--- src/rtl/fft_peak_hr_extract.sv ---
// fft_peak_hr_extract - per-frame |X|^2 peak search giving AC/DC/HR with a data-valid strobe.
// Optional HR_AVG_EN: HR becomes the mean of the last four valid-frame values.
module fft_peak_hr_extract #(
  parameter int N_FFT      = 1024,
  parameter int BIN_LO     = 80,
  parameter int BIN_HI     = 480,
  parameter int BIN_BPM_Q8 = 128,
  parameter int MAG_SHIFT  = 13
) (
  input  logic        clk,
  input  logic        rst,
  input  logic        fft_sync,
  input  logic [35:0] fft_data,
  output logic [23:0] AC_comp,
  output logic [23:0] DC_comp,
  output logic [9:0]  HR,
  output logic        new_comp_DV
);

  localparam int IW = $clog2(N_FFT);
  localparam logic [IW-1:0] LAST_IDX = IW'(N_FFT - 1);
  localparam logic [IW-1:0] LO_IDX   = IW'(BIN_LO);
  localparam logic [IW-1:0] HI_IDX   = IW'(BIN_HI);

  typedef enum logic [1:0] {IDLE, ACCUM, DRAIN, OUT} state_t;

  state_t        state_q;
  logic [IW-1:0] idx_q;
  logic          sync_prev_q;
  logic          v1_q, last1_q, v2_q, last2_q, s3_last_q;
  logic [IW-1:0] idx1_q, idx2_q;
  logic [17:0]   abs_re_q, abs_im_q;
  logic [36:0]   mag_q;
  logic [36:0]   max_q, dc_q;
  logic [IW-1:0] peak_bin_q;

  logic [17:0] re_d, im_d, abs_re_d, abs_im_d;
  logic [36:0] mag_d;
  logic [31:0] hr_prod_d, hr_shift_d;
  logic [9:0]  hr_inst_d, hr_out_d;
  logic [23:0] ac_d, dc_d;

  function automatic logic [23:0] sat24(input logic [36:0] m);
    logic [36:0] s;
    s = m >> MAG_SHIFT;
    return (s > 37'hFF_FFFF) ? 24'hFF_FFFF : s[23:0];
  endfunction

  // -2^17 negates to 2^17, which still fits the 18-bit unsigned magnitude
  always_comb begin
    re_d     = fft_data[35:18];
    im_d     = fft_data[17:0];
    abs_re_d = re_d[17] ? (~re_d + 18'd1) : re_d;
    abs_im_d = im_d[17] ? (~im_d + 18'd1) : im_d;
    mag_d    = 37'(abs_re_q) * 37'(abs_re_q) + 37'(abs_im_q) * 37'(abs_im_q);
    hr_prod_d  = 32'(peak_bin_q) * 32'(BIN_BPM_Q8) + 32'd128;
    hr_shift_d = hr_prod_d >> 8;
    hr_inst_d  = (hr_shift_d > 32'd1023) ? 10'd1023 : hr_shift_d[9:0];
    ac_d = sat24(max_q);
    dc_d = sat24(dc_q);
  end

`ifdef HR_AVG_EN
  logic [9:0]  hist0_q, hist1_q, hist2_q;
  logic        primed_q;
  logic [11:0] hr_sum_d;

  always_comb begin
    hr_sum_d = primed_q ? (12'(hr_inst_d) + 12'(hist0_q) + 12'(hist1_q) + 12'(hist2_q))
                        : {hr_inst_d, 2'b00};
    hr_out_d = hr_sum_d[11:2];
  end
`else
  always_comb hr_out_d = hr_inst_d;
`endif

  always_ff @(posedge clk or posedge rst) begin
    if (rst) begin
      abs_re_q <= '0;
      abs_im_q <= '0;
      mag_q    <= '0;
    end else begin
      abs_re_q <= abs_re_d;
      abs_im_q <= abs_im_d;
      mag_q    <= mag_d;
    end
  end

  // sync_prev_q resets high so a run already in progress at reset release is ignored
  always_ff @(posedge clk or posedge rst) begin
    if (rst) begin
      state_q     <= IDLE;
      idx_q       <= '0;
      sync_prev_q <= 1'b1;
      v1_q        <= 1'b0;
      last1_q     <= 1'b0;
      v2_q        <= 1'b0;
      last2_q     <= 1'b0;
      s3_last_q   <= 1'b0;
      idx1_q      <= '0;
      idx2_q      <= '0;
      max_q       <= '0;
      dc_q        <= '0;
      peak_bin_q  <= LO_IDX;
      AC_comp     <= '0;
      DC_comp     <= '0;
      HR          <= '0;
      new_comp_DV <= 1'b0;
`ifdef HR_AVG_EN
      hist0_q  <= '0;
      hist1_q  <= '0;
      hist2_q  <= '0;
      primed_q <= 1'b0;
`endif
    end else begin
      sync_prev_q <= fft_sync;
      new_comp_DV <= 1'b0;
      v1_q        <= 1'b0;
      last1_q     <= 1'b0;
      v2_q        <= v1_q;
      last2_q     <= last1_q;
      idx2_q      <= idx1_q;
      s3_last_q   <= v2_q && last2_q;
      if (v2_q) begin
        if (idx2_q == '0) dc_q <= mag_q;
        if (idx2_q >= LO_IDX && idx2_q <= HI_IDX && mag_q > max_q) begin
          max_q      <= mag_q;
          peak_bin_q <= idx2_q;
        end
      end
      case (state_q)
        IDLE: begin
          if (fft_sync && !sync_prev_q) begin
            v1_q       <= 1'b1;
            idx1_q     <= '0;
            idx_q      <= IW'(1);
            max_q      <= '0;
            dc_q       <= '0;
            peak_bin_q <= LO_IDX;
            state_q    <= ACCUM;
          end
        end
        ACCUM: begin
          if (fft_sync) begin
            v1_q   <= 1'b1;
            idx1_q <= idx_q;
            if (idx_q == LAST_IDX) begin
              last1_q <= 1'b1;
              state_q <= DRAIN;
            end else begin
              idx_q <= idx_q + IW'(1);
            end
          end else begin
            v2_q      <= 1'b0;
            s3_last_q <= 1'b0;
            state_q   <= IDLE;
          end
        end
        DRAIN: begin
          if (s3_last_q) state_q <= OUT;
        end
        OUT: begin
          AC_comp     <= ac_d;
          DC_comp     <= dc_d;
          HR          <= hr_out_d;
          new_comp_DV <= 1'b1;
          state_q     <= IDLE;
`ifdef HR_AVG_EN
          if (primed_q) begin
            hist2_q <= hist1_q;
            hist1_q <= hist0_q;
          end else begin
            hist2_q <= hr_inst_d;
            hist1_q <= hr_inst_d;
          end
          hist0_q  <= hr_inst_d;
          primed_q <= 1'b1;
`endif
        end
        default: state_q <= IDLE;
      endcase
    end
  end

endmodule

--- config.mk ---
export PLATFORM = sky130hd
export DESIGN_NAME = fft_peak_hr_extract
export DESIGN_NICKNAME = d
export VERILOG_FILES = /design/src/rtl/fft_peak_hr_extract.sv
export SDC_FILE = /design/constraint.sdc
export NUM_CORES = 2
export LEC_CHECK = 0
export BUFFER_PORTS_ARGS = -buffer_cell sky130_fd_sc_hd__buf_2
export CAP_MARGIN = 20
export CORE_UTILIZATION = 61
export DETAILED_ROUTE_END_ITERATION = 10
export GPL_TIMING_DRIVEN = 0
export PLACE_DENSITY = 0.79
export SYNTH_ARGS = -nofsm -noshare
export SYNTH_HDL_FRONTEND = slang
export SYNTH_SLANG_ARGS = --single-unit
--- constraint.sdc ---
create_clock -name clk -period 10.83 [get_ports clk]
set_input_delay 2.166 -clock clk [delete_from_list [all_inputs] [get_ports clk]]
set_output_delay 2.166 -clock clk [all_outputs]
set_load 0.02 [all_outputs]
==> results.yml <==
critical_path:
  r2r_end: "mag_q[32]"
  critPathArrivalTime_ns: 9.00
  critPathKind: "reg -> reg"
  start_kind: "flip-flop"
  critPathRequiredTime_ns: 11.24
  rrSetupSlack_ns: 2.23
  reg2regPathDepth: 23
  worstSetupEndpointType: "flip-flop"
  worst-path-max-fanout: 10
  worstReg2RegStart: "abs_im_q[3]"
timing:
  rsz0062_at_grt: "no"
  whs_ns: 0.357
  report.final.slew_viol_count: 0
  finalHoldViolCount: 0
  finalSetupViolations: 0
  tightest_slew_ns: 0.954
  min_period_ns: 8.60
  max_freq_mhz: 116
  slew-limit-headroom_pct: 36.2
  clock_skew_ns: 0.0262
  fin_crit_sh_pct: 79.4
logic_synthesis:
  ys_ff_latch: 241
  yosys.area.top_type: "fa_1"
  async_flop_share_pct: 100
  synth-seq-area-share_pct: 21.3
  synth_top_area_share_pct: 35.1
  netlist_area_sq_mm: 0.0284
  synthFlopType: "dfrtp_1"
  yosysMostFrequentCell: "inv_1"
  synthDistinctLibCells: 64
  synthCells: 2910
  yosysWarnings: 0
  synth_edf_count: 0
  yosys-top-cells-count: "inv_1, fa_1, nand2_1, dfrtp_1, ha_1"
  syn-num-nets: 3681
  synth.avg_cell_area_sq_um: 9.75
  synth.area.top_cells: "fa_1, dfrtp_1, ha_1, inv_1, nand2_1"
floorplanning:
  core_region_area_sq_mm: 0.0456
  fp.dieH_um: 218
  die_x_um: 218
  dieArea_sq_mm: 0.0474
  start_util_pct: 62.2
  rows: 78
  ios: 98
final_layout:
  final_area_sq_mm: 0.0306
  drive_gt1_share_pct: 6.39
  antenna_cells: 0
  area_delta_synth_final_pct: 7.75
  nFillCells: 3557
  num-nets-final: 3806
drt:
  dr_total_vias: 19800
  drcViolationCount: 0
  postRouteAntennaNets: 0
  wire_per_inst_um: 19.0
  drtIter0Drc: 1370
  first_pass_iters: 5
  avgViaCountPerCell: 5.42
  drt-total-wl_um: 69500
clock_network:
  htreeDepth: 1
  cts_buffers: 26
  cts_tree: "done"
  cts_setup_buffers: 0
  cts.path.max_buffers: 3
  clk_latency_ns: 0.56
  clock_sinks: 241
  cts_hold_buf: 0
  cts_resized: 0
  clkSlewWorstSetupHoldPaths_ns: 0.06
  cts-root-buf: "clkbuf_16"
placed_design:
  place_area_sq_mm: 0.0296
  port_buffers: 96
  gp_congestion: 0.942
  hpwl_um: 59000
global_routing:
  antenna_found_initial: 2
  grt.overflow.total: 0
  grt_use_total_pct: 31.3
  grt_max_degree: 136
  grt_pass1_wl_um: 115000
  grt_pass1_vias: 22000
min_path:
  min_path_cells: 0
  hold_start: "last1_q"
  hp-class: "reg -> reg"
  min_to: "last2_q"
outcome:
  status: "finished clean"
job:
  maxCapViolCount: 0
[layout make-up]
cell class / count / area (sq um) / share of cell area, %
inverters: 764 / 2880 / 9.41
well taps: 600 / 751 / 2.46
plain buffers: 100 / 412 / 1.35
repair buffers: 97 / 508 / 1.66
clock inverters: 12 / 181 / 0.594
clock buffers: 34 / 752 / 2.46
multi-input cells: 1805 / 19100 / 62.3
flip-flops and latches: 241 / 6030 / 19.7
[worst max path at each step]
stage                   endpoint  slack, ns         start  cells after the start
floorplan             AC_comp[0]       2.05           rst                      1
global placement    abs_im_q[13]      -0.39           rst                      2
detailed placement     mag_q[32]       2.29   abs_im_q[3]                     23
CTS                    mag_q[32]       2.23   abs_im_q[3]                     23
global route           mag_q[32]       1.97  abs_im_q[15]                     25
finish                 mag_q[32]       2.23   abs_im_q[3]                     23
[cell families after synthesis]
| logic type | synth area share (%) |
|---|---|
| adders and majority gates | 45.5 |
| other | 0.0132 |
| AOI/OAI and AO/OA | 6.18 |
| muxes | 2.06 |
| DFF | 21.3 |
| buffers and inverters | 11.6 |
| and+or+nand+nor | 10.7 |
| xor gates and xnor gates | 2.78 |
[through the flow]
step           worst slack [ns]  setup TNS, ns  util [%]  instances
6_report                   2.23              0      67.1       3653
3_5_place_dp               2.29              0      65.0       3607
2_1_floorplan              2.05              0         -       2910
5_1_grt                    1.97              0      67.1       3653
3_3_place_gp             -0.393         -82.88      64.9       3606
4_1_cts                    2.23              0      67.1       3653
[cells in the final DEF, fill, tap and decap left out, types with 28 or more instances in the layout]
cell type,instances
a21o_1,29
a21oi_1,81
and2_1,124
buf_2,100
clkbuf_1,93
dfrtp_1,238
fa_1,498
ha_1,234
inv_1,763
mux2_2,28
nand2_1,264
nand3_1,73
nor2_1,91
o21ai_0,114
xnor2_1,66
[state kept, by name, summed over array words and instances (netlist names), 10 cells and up, named ones only]
signal / flops
AC_comp: 24
DC_comp: 24
HR: 10
abs_im_q: 18
abs_re_q: 18
dc_q: 24
idx1_q: 10
idx2_q: 10
idx_q: 10
mag_q: 37
max_q: 37
peak_bin_q: 10
[layer usage]
metal	GRT usage, %	share of wire (%)	vias to the layer above	routed length [um]
li1	-	-	9002	-
met1	41.6	42	9988	29100
met2	52.9	48	658	33500
met3	4.90	6.6	136	4620
met4	9.86	3.3	0	2270
met5	0	0	-	0
[worst max-delay path: stages, from the launching register on]
cell       delay (ns)
dfrtp_1          0.54
clkbuf_1         0.50
clkbuf_1         0.57
nand2_1          0.25
fa_1             0.51
fa_1             0.55
inv_1            0.07
fa_1             0.42
fa_1             0.47
fa_1             0.57
fa_1             0.43
fa_1             0.49
inv_1            0.05
fa_1             0.54
inv_1            0.07
ha_1             0.38
a211oi_1         0.24
nor2_1           0.08
a211oi_1         0.46
a2111oi_2        0.19
o31ai_2          0.37
a21oi_4          0.15
a2111o_1         0.42
o311ai_0         0.12
Power is left out: the tool's default activity adds up to more than one toggle a clock period on the data nets, which glitch-free logic cannot reach.
